==> config.mk <==
export PLATFORM = sky130hd
export DESIGN_NAME = alu
export DESIGN_NICKNAME = d
export VERILOG_FILES = /design/src/rtl/alu.sv
export SDC_FILE = /design/constraint.sdc
export NUM_CORES = 1
export LEC_CHECK = 0
export CORE_MARGIN = 2
export CORE_UTILIZATION = 28
export CTS_BUF_LIST = sky130_fd_sc_hd__clkbuf_8
export DETAILED_ROUTE_END_ITERATION = 12
export GPL_ROUTABILITY_DRIVEN = 1
export REMOVE_ABC_BUFFERS = 1
export SLEW_MARGIN = 20
export SYNTH_ARGS = -nofsm -noshare
export SYNTH_HDL_FRONTEND = slang
export SYNTH_SLANG_ARGS = --single-unit
==> constraint.sdc <==
create_clock -name clk -period 12.25 [get_ports clk]
set_clock_uncertainty 0.05 [all_clocks]
set_input_delay 1.225 -clock clk [delete_from_list [all_inputs] [get_ports clk]]
set_output_delay 1.225 -clock clk [all_outputs]
set_load 0.01 [all_outputs]
==> src/rtl/alu.sv <==
// 16-bit ALU for the execute stage: combinational result, registered {V,N,Z,C} flag file.
// Flags update only for non-bubbled ALU-class opcodes; C feeds back as carry-in for addc/subb.
module alu (
  input  logic        clk,
  input  logic        rst_n,
  input  logic [2:0]  opcode,
  input  logic [3:0]  alu_op,
  input  logic [15:0] lhs,
  input  logic [15:0] rhs,
  input  logic        bubble,
  output logic [15:0] result,
  output logic [3:0]  flags
);

  localparam int DATA_W = 16;

  typedef enum logic [2:0] {
    OPC_ALU_RR = 3'b000,
    OPC_ALU_RI = 3'b001,
    OPC_RSVD   = 3'b010,
    OPC_LUI    = 3'b011,
    OPC_STORE  = 3'b100,
    OPC_LOAD   = 3'b101,
    OPC_BRANCH = 3'b110,
    OPC_JALR   = 3'b111
  } opcode_e;

  typedef enum logic [3:0] {
    OP_AND  = 4'd0,
    OP_NAND = 4'd1,
    OP_OR   = 4'd2,
    OP_NOR  = 4'd3,
    OP_XOR  = 4'd4,
    OP_XNOR = 4'd5,
    OP_NOT  = 4'd6,
    OP_SHL  = 4'd7,
    OP_SHR  = 4'd8,
    OP_SAR  = 4'd9,
    OP_ROTL = 4'd10,
    OP_ROTR = 4'd11,
    OP_ADD  = 4'd12,
    OP_ADDC = 4'd13,
    OP_SUB  = 4'd14,
    OP_SUBB = 4'd15
  } alu_op_e;

  // Full adder shared by add/addc/sub/subb; subtraction arrives with b already inverted.
  function automatic logic [DATA_W:0] add_carry(
    input logic [DATA_W-1:0] a,
    input logic [DATA_W-1:0] b,
    input logic              cin
  );
    return {1'b0, a} + {1'b0, b} + {{DATA_W{1'b0}}, cin};
  endfunction

  function automatic logic add_overflow(
    input logic a_msb,
    input logic b_msb,
    input logic s_msb
  );
    return (a_msb == b_msb) && (s_msb != a_msb);
  endfunction

  // Returns {carry_out, result}. Shifting into a double-width window leaves the last
  // bit shifted out sitting next to the result, so amount 0 yields carry 0 for free.
  function automatic logic [DATA_W:0] shift_unit(
    input alu_op_e           op,
    input logic [DATA_W-1:0] a,
    input logic [3:0]        amt
  );
    logic        [2*DATA_W-1:0] w;
    logic signed [2*DATA_W-1:0] ws;
    logic        [DATA_W-1:0]   res;
    logic                       c;
    w   = '0;
    ws  = '0;
    res = a;
    c   = 1'b0;
    case (op)
      OP_SHL: begin
        w   = {{DATA_W{1'b0}}, a} << amt;
        res = w[DATA_W-1:0];
        c   = w[DATA_W];
      end
      OP_SHR: begin
        w   = {a, {DATA_W{1'b0}}} >> amt;
        res = w[2*DATA_W-1:DATA_W];
        c   = w[DATA_W-1];
      end
      OP_SAR: begin
        ws  = {a, {DATA_W{1'b0}}};
        ws  = ws >>> amt;
        res = ws[2*DATA_W-1:DATA_W];
        c   = ws[DATA_W-1];
      end
      OP_ROTL: begin
        w   = {a, a} << amt;
        res = w[2*DATA_W-1:DATA_W];
        c   = (amt != 4'd0) ? res[0] : 1'b0;
      end
      OP_ROTR: begin
        w   = {a, a} >> amt;
        res = w[DATA_W-1:0];
        c   = (amt != 4'd0) ? res[DATA_W-1] : 1'b0;
      end
      default: begin
        res = a;
        c   = 1'b0;
      end
    endcase
    return {c, res};
  endfunction

  logic [3:0]        r_flags;
  opcode_e           w_opc;
  alu_op_e           w_op;
  logic              w_is_alu;
  logic              w_is_sub;
  logic              w_cin;
  logic [DATA_W-1:0] w_b_op;
  logic [DATA_W:0]   w_sum;
  logic [DATA_W:0]   w_shift;
  logic [DATA_W:0]   w_addr;
  logic [DATA_W-1:0] w_alu_res;
  logic              w_alu_c;
  logic              w_alu_v;
  logic [3:0]        w_next_flags;
  logic              w_flag_we;

  assign w_opc    = opcode_e'(opcode);
  assign w_op     = alu_op_e'(alu_op);
  assign w_is_alu = (w_opc == OPC_ALU_RR) || (w_opc == OPC_ALU_RI);
  assign w_is_sub = (w_op == OP_SUB) || (w_op == OP_SUBB);

  always_comb begin
    w_cin = 1'b0;
    case (w_op)
      OP_ADDC, OP_SUBB: w_cin = r_flags[0];
      OP_SUB:           w_cin = 1'b1;
      default:          w_cin = 1'b0;
    endcase
  end

  assign w_b_op  = w_is_sub ? ~rhs : rhs;
  assign w_sum   = add_carry(lhs, w_b_op, w_cin);
  assign w_shift = shift_unit(w_op, lhs, rhs[3:0]);
  assign w_addr  = add_carry(lhs, rhs, 1'b0);

  always_comb begin
    w_alu_res = '0;
    w_alu_c   = 1'b0;
    w_alu_v   = 1'b0;
    case (w_op)
      OP_AND:  w_alu_res = lhs & rhs;
      OP_NAND: w_alu_res = ~(lhs & rhs);
      OP_OR:   w_alu_res = lhs | rhs;
      OP_NOR:  w_alu_res = ~(lhs | rhs);
      OP_XOR:  w_alu_res = lhs ^ rhs;
      OP_XNOR: w_alu_res = ~(lhs ^ rhs);
      OP_NOT:  w_alu_res = ~rhs;
      OP_SHL, OP_SHR, OP_SAR, OP_ROTL, OP_ROTR: begin
        w_alu_res = w_shift[DATA_W-1:0];
        w_alu_c   = w_shift[DATA_W];
      end
      OP_ADD, OP_ADDC, OP_SUB, OP_SUBB: begin
        w_alu_res = w_sum[DATA_W-1:0];
        w_alu_c   = w_sum[DATA_W];
        w_alu_v   = add_overflow(lhs[DATA_W-1], w_b_op[DATA_W-1], w_sum[DATA_W-1]);
      end
      default: w_alu_res = '0;
    endcase
  end

  always_comb begin
    result = w_addr[DATA_W-1:0];
    case (w_opc)
      OPC_ALU_RR, OPC_ALU_RI: result = w_alu_res;
      OPC_LUI:                result = lhs;
      default:                result = w_addr[DATA_W-1:0];
    endcase
  end

  assign w_next_flags = {w_alu_v, w_alu_res[DATA_W-1], (w_alu_res == '0), w_alu_c};
  assign w_flag_we    = w_is_alu && !bubble;

  // Flag register stage: holds the outcome of the last committed ALU-class instruction.
  always_ff @(posedge clk or negedge rst_n) begin
    if (!rst_n) begin
      r_flags <= 4'b0000;
    end else if (w_flag_we) begin
      r_flags <= w_next_flags;
    end
  end

  assign flags = r_flags;

endmodule

==> impl_metrics.ini <==
[sta]
finalHoldViolCount = 0
finalCritPeriodShare_pct = 68.39
slew_violations = 0
tightest_slew_ns = 0.8609
slew_headroom_pct = 42.40
whs_ns = 0.4555
rsz0062_at_grt = false
fmax_mhz = 119.4
finalSetupViolCount = 0
finalCriticalPeriod_ns = 8.378
fin_setup_tns_ns = 0

[power]
p_sw_share_pct = 53.79
p_leak_nw = 2.657
p_sw_mw = 0.2146
p_comb_share_pct = 89.0
seqPwrFrac_pct = 4.1
p_int_mw = 0.1843
power_density_nw_per_um2 = 57.89
irDropWorstVdd_mv = 0.01933
power_mw = 0.3989
p_clk_share_pct = 7.0

[synthesis]
ys_ff_latch = 4
synth_flop_cell = dfrtp_1
seq_area_frac_synth_pct = 1.642
syn-cell-area_um2 = 6095
ys.warnings.count = 0
async_flop_share_pct = 100.0
synth_edf_count = 0
syn_inst = 848
syn_avg_cell_area_um2 = 7.187
synth_cell_types = 79

[place]
hpwlAfterDp_um = 19350
port_buffers = 61
gp_congestion = 1.003
dpl.cell_count = 1132

[clock_network]
cts-buffers-inserted = 3
cts_buffer_depth = 2
clock-sinks = 4
post-cts-setup-buffers = 0
htree_levels = 1
clock_latency_ns = 0.21
cts-root-buf = clkbuf_8
ctsHoldBuffers = 0
cts_tree = done
clk_pin_slew_ns = 0.03
postCtsResizedCells = 0

[worst_setup_path]
cp-start-kind = input port
crit_arrival_ns = 7.10
slowest_delay_ns = 0.71
rrSetupSlack_ns = 7.84
cp_slowest_cell = a2111oi_0
timing_worst_setup_path_type = in2out
path_max_fanout = 30
crit_required_ns = 10.97
cp_cell_sequence = clkdlybuf4s50_1 > buf_4 > clkinv_1 > nor2_1 > nand2_1 > buf_4 > xnor2_1 > fa_1 > a21oi_1 > o2111ai_1 > and3_1 > o211ai_1 > a31o_2 > xnor2_1 > a2111oi_0 > nor2_1 > a211o_1 > clkdlybuf4s50_1
worstSetupEndpointType = output pin

[routing]
vias_per_cell = 6.421
ant_nets = 0
via_count = 7288
drt_first_pass_iters = 5
wirelength_um = 26400
drt_iter0_drc = 926
wl_per_cell_um = 23.26
drc = 0

[finish]
drive_gt1_share_pct = 8.953
fin_util_pct = 32.47
register_area_um2 = 100.1
multiInputGateArea_um2 = 5488
synthToLayoutAreaGrowth_pct = 13.06
largest_register_ffs = 4
final_nets = 955
nFillCells = 2273
stdcell_count = 1135
num_antenna_cells = 0

[grt]
antenna_found_initial = 0
grt_max_degree = 58
grt_usage_pct = 22.38
grt_pass1_vias = 6682
grt_pass1_wl_um = 39840
grt-ovfl-total = 0

[outcome]
status = finished clean

[floorplan]
coreArea_um2 = 21220
die_area_um2 = 22960
die_w_um = 151.5
initial_core_util_pct = 28.72
design.portCount = 62
die_h_um = 151.5
fp-row-count = 53

[hold_path]
min_path_type = reg2reg

[job]
drv_cap = 0
worst max-delay path, delay by kind of cell:
kind            cells  cell delay (ns)
simple gates        4             1.14
fa+ha+maj           1             0.47
compound gates      6             2.17
buf+inv             5             1.81
xor+xnor            2             0.25
kinds of logic after synthesis:
kind of cell | count (synthesis) | share of synthesized area [%]
AOI/OAI and AO/OA | 304 | 34.14
xor gates and xnor gates | 41 | 5.892
buffers and inverters | 122 | 8.417
muxes | 78 | 19.22
DFF | 4 | 1.642
adders and majority gates | 51 | 10.84
and+or+nand+nor | 248 | 19.85
routing by layer:
metal / track usage [%] / routed length [um]
met1: 30.70 / 10880
met2: 35.63 / 11880
met3: 2.156 / 2346
met4: 9.954 / 1295
met5: 0 / 0
power groups by stage:
stage / combinational [mW] / sequential [mW] / clock [mW]
global placement: 0.347 / 0.0162 / 0
finish: 0.355 / 0.0162 / 0.0278
floorplan: 0.205 / 0.0170 / 0
detailed placement: 0.345 / 0.0164 / 0
global route: 0.378 / 0.0164 / 0.0288
CTS: 0.347 / 0.0163 / 0.0284
Yosys cell counts (all sizes together), types with 6 or more instances:
library cell | number | area (um^2)
a211o | 7 | 61.31
a211oi | 20 | 150.1
a21oi | 57 | 285.3
a221oi | 6 | 58.80
a22oi | 8 | 60.06
a31oi | 6 | 37.54
and2 | 6 | 37.53
and3 | 8 | 50.05
buf | 27 | 156.4
clkbuf | 42 | 157.7
ha | 48 | 600.6
inv | 50 | 187.7
mux2 | 22 | 247.7
mux2i | 30 | 300.3
mux4 | 26 | 623.1
nand2 | 70 | 262.8
nand2b | 15 | 93.84
nand3 | 19 | 95.09
nand4 | 6 | 37.54
nor2 | 61 | 229.0
nor2b | 14 | 87.58
nor3 | 20 | 100.1
nor4 | 6 | 37.54
o211ai | 10 | 75.07
o21a | 16 | 120.1
o21ai | 55 | 275.3
o221ai | 8 | 70.07
o22ai | 41 | 262.8
or3 | 8 | 50.05
xnor2 | 28 | 245.2
xor2 | 13 | 113.9
cells in the final DEF, fill, tap and decap left out, types with 6 or more instances in the layout:
cell type,instances
o22ai_1,40
o221ai_1,8
a21oi_1,57
or3_1,8
nor3_1,20
nor2b_1,14
buf_4,17
mux2i_1,30
o21a_1,16
a22oi_1,8
nand2_1,70
inv_1,49
xor2_1,13
o211ai_1,10
xnor2_1,28
mux2_2,22
a211o_1,7
nand2b_1,15
a31oi_1,6
nand4_1,6
nor2_1,61
nor4_1,6
a211oi_1,20
ha_1,48
mux4_1,10
o21ai_0,55
mux4_2,16
and3_1,8
clkdlybuf4s50_1,57
nand3_1,19
layout make-up:
type / instances / share of cell area [%]
well taps: 275 / 4.994
flip-flops and latches: 4 / 1.453
inverters: 53 / 2.887
multi-input cells: 722 / 79.64
clock buffers: 3 / 0.5992
repair buffers: 78 / 10.42
stage by stage:
| step | setup slack, ns | area (um^2) |
|---|---|---|
| floorplan | 5.986 | 5781 |
| global placement | 4.147 | 6849 |
| detailed placement | 3.988 | 6849 |
| CTS | 3.974 | 6890 |
| global route | 3.432 | 6890 |
| finish | 3.872 | 6890 |
final timing paths:
check | from | end | cells past startpoint
min in group asynchronous | rst_n | flags[1] | 1
max reg2reg | flags[0] | flags[1] | 13
min reg2reg | flags[2] | flags[2] | 2
max | alu_op[3] | result[15] | 18
min | flags[2] | flags[2] | 2
max in group asynchronous | rst_n | flags[0] | 1
Note: power is estimated with default switching activity, not from simulation.
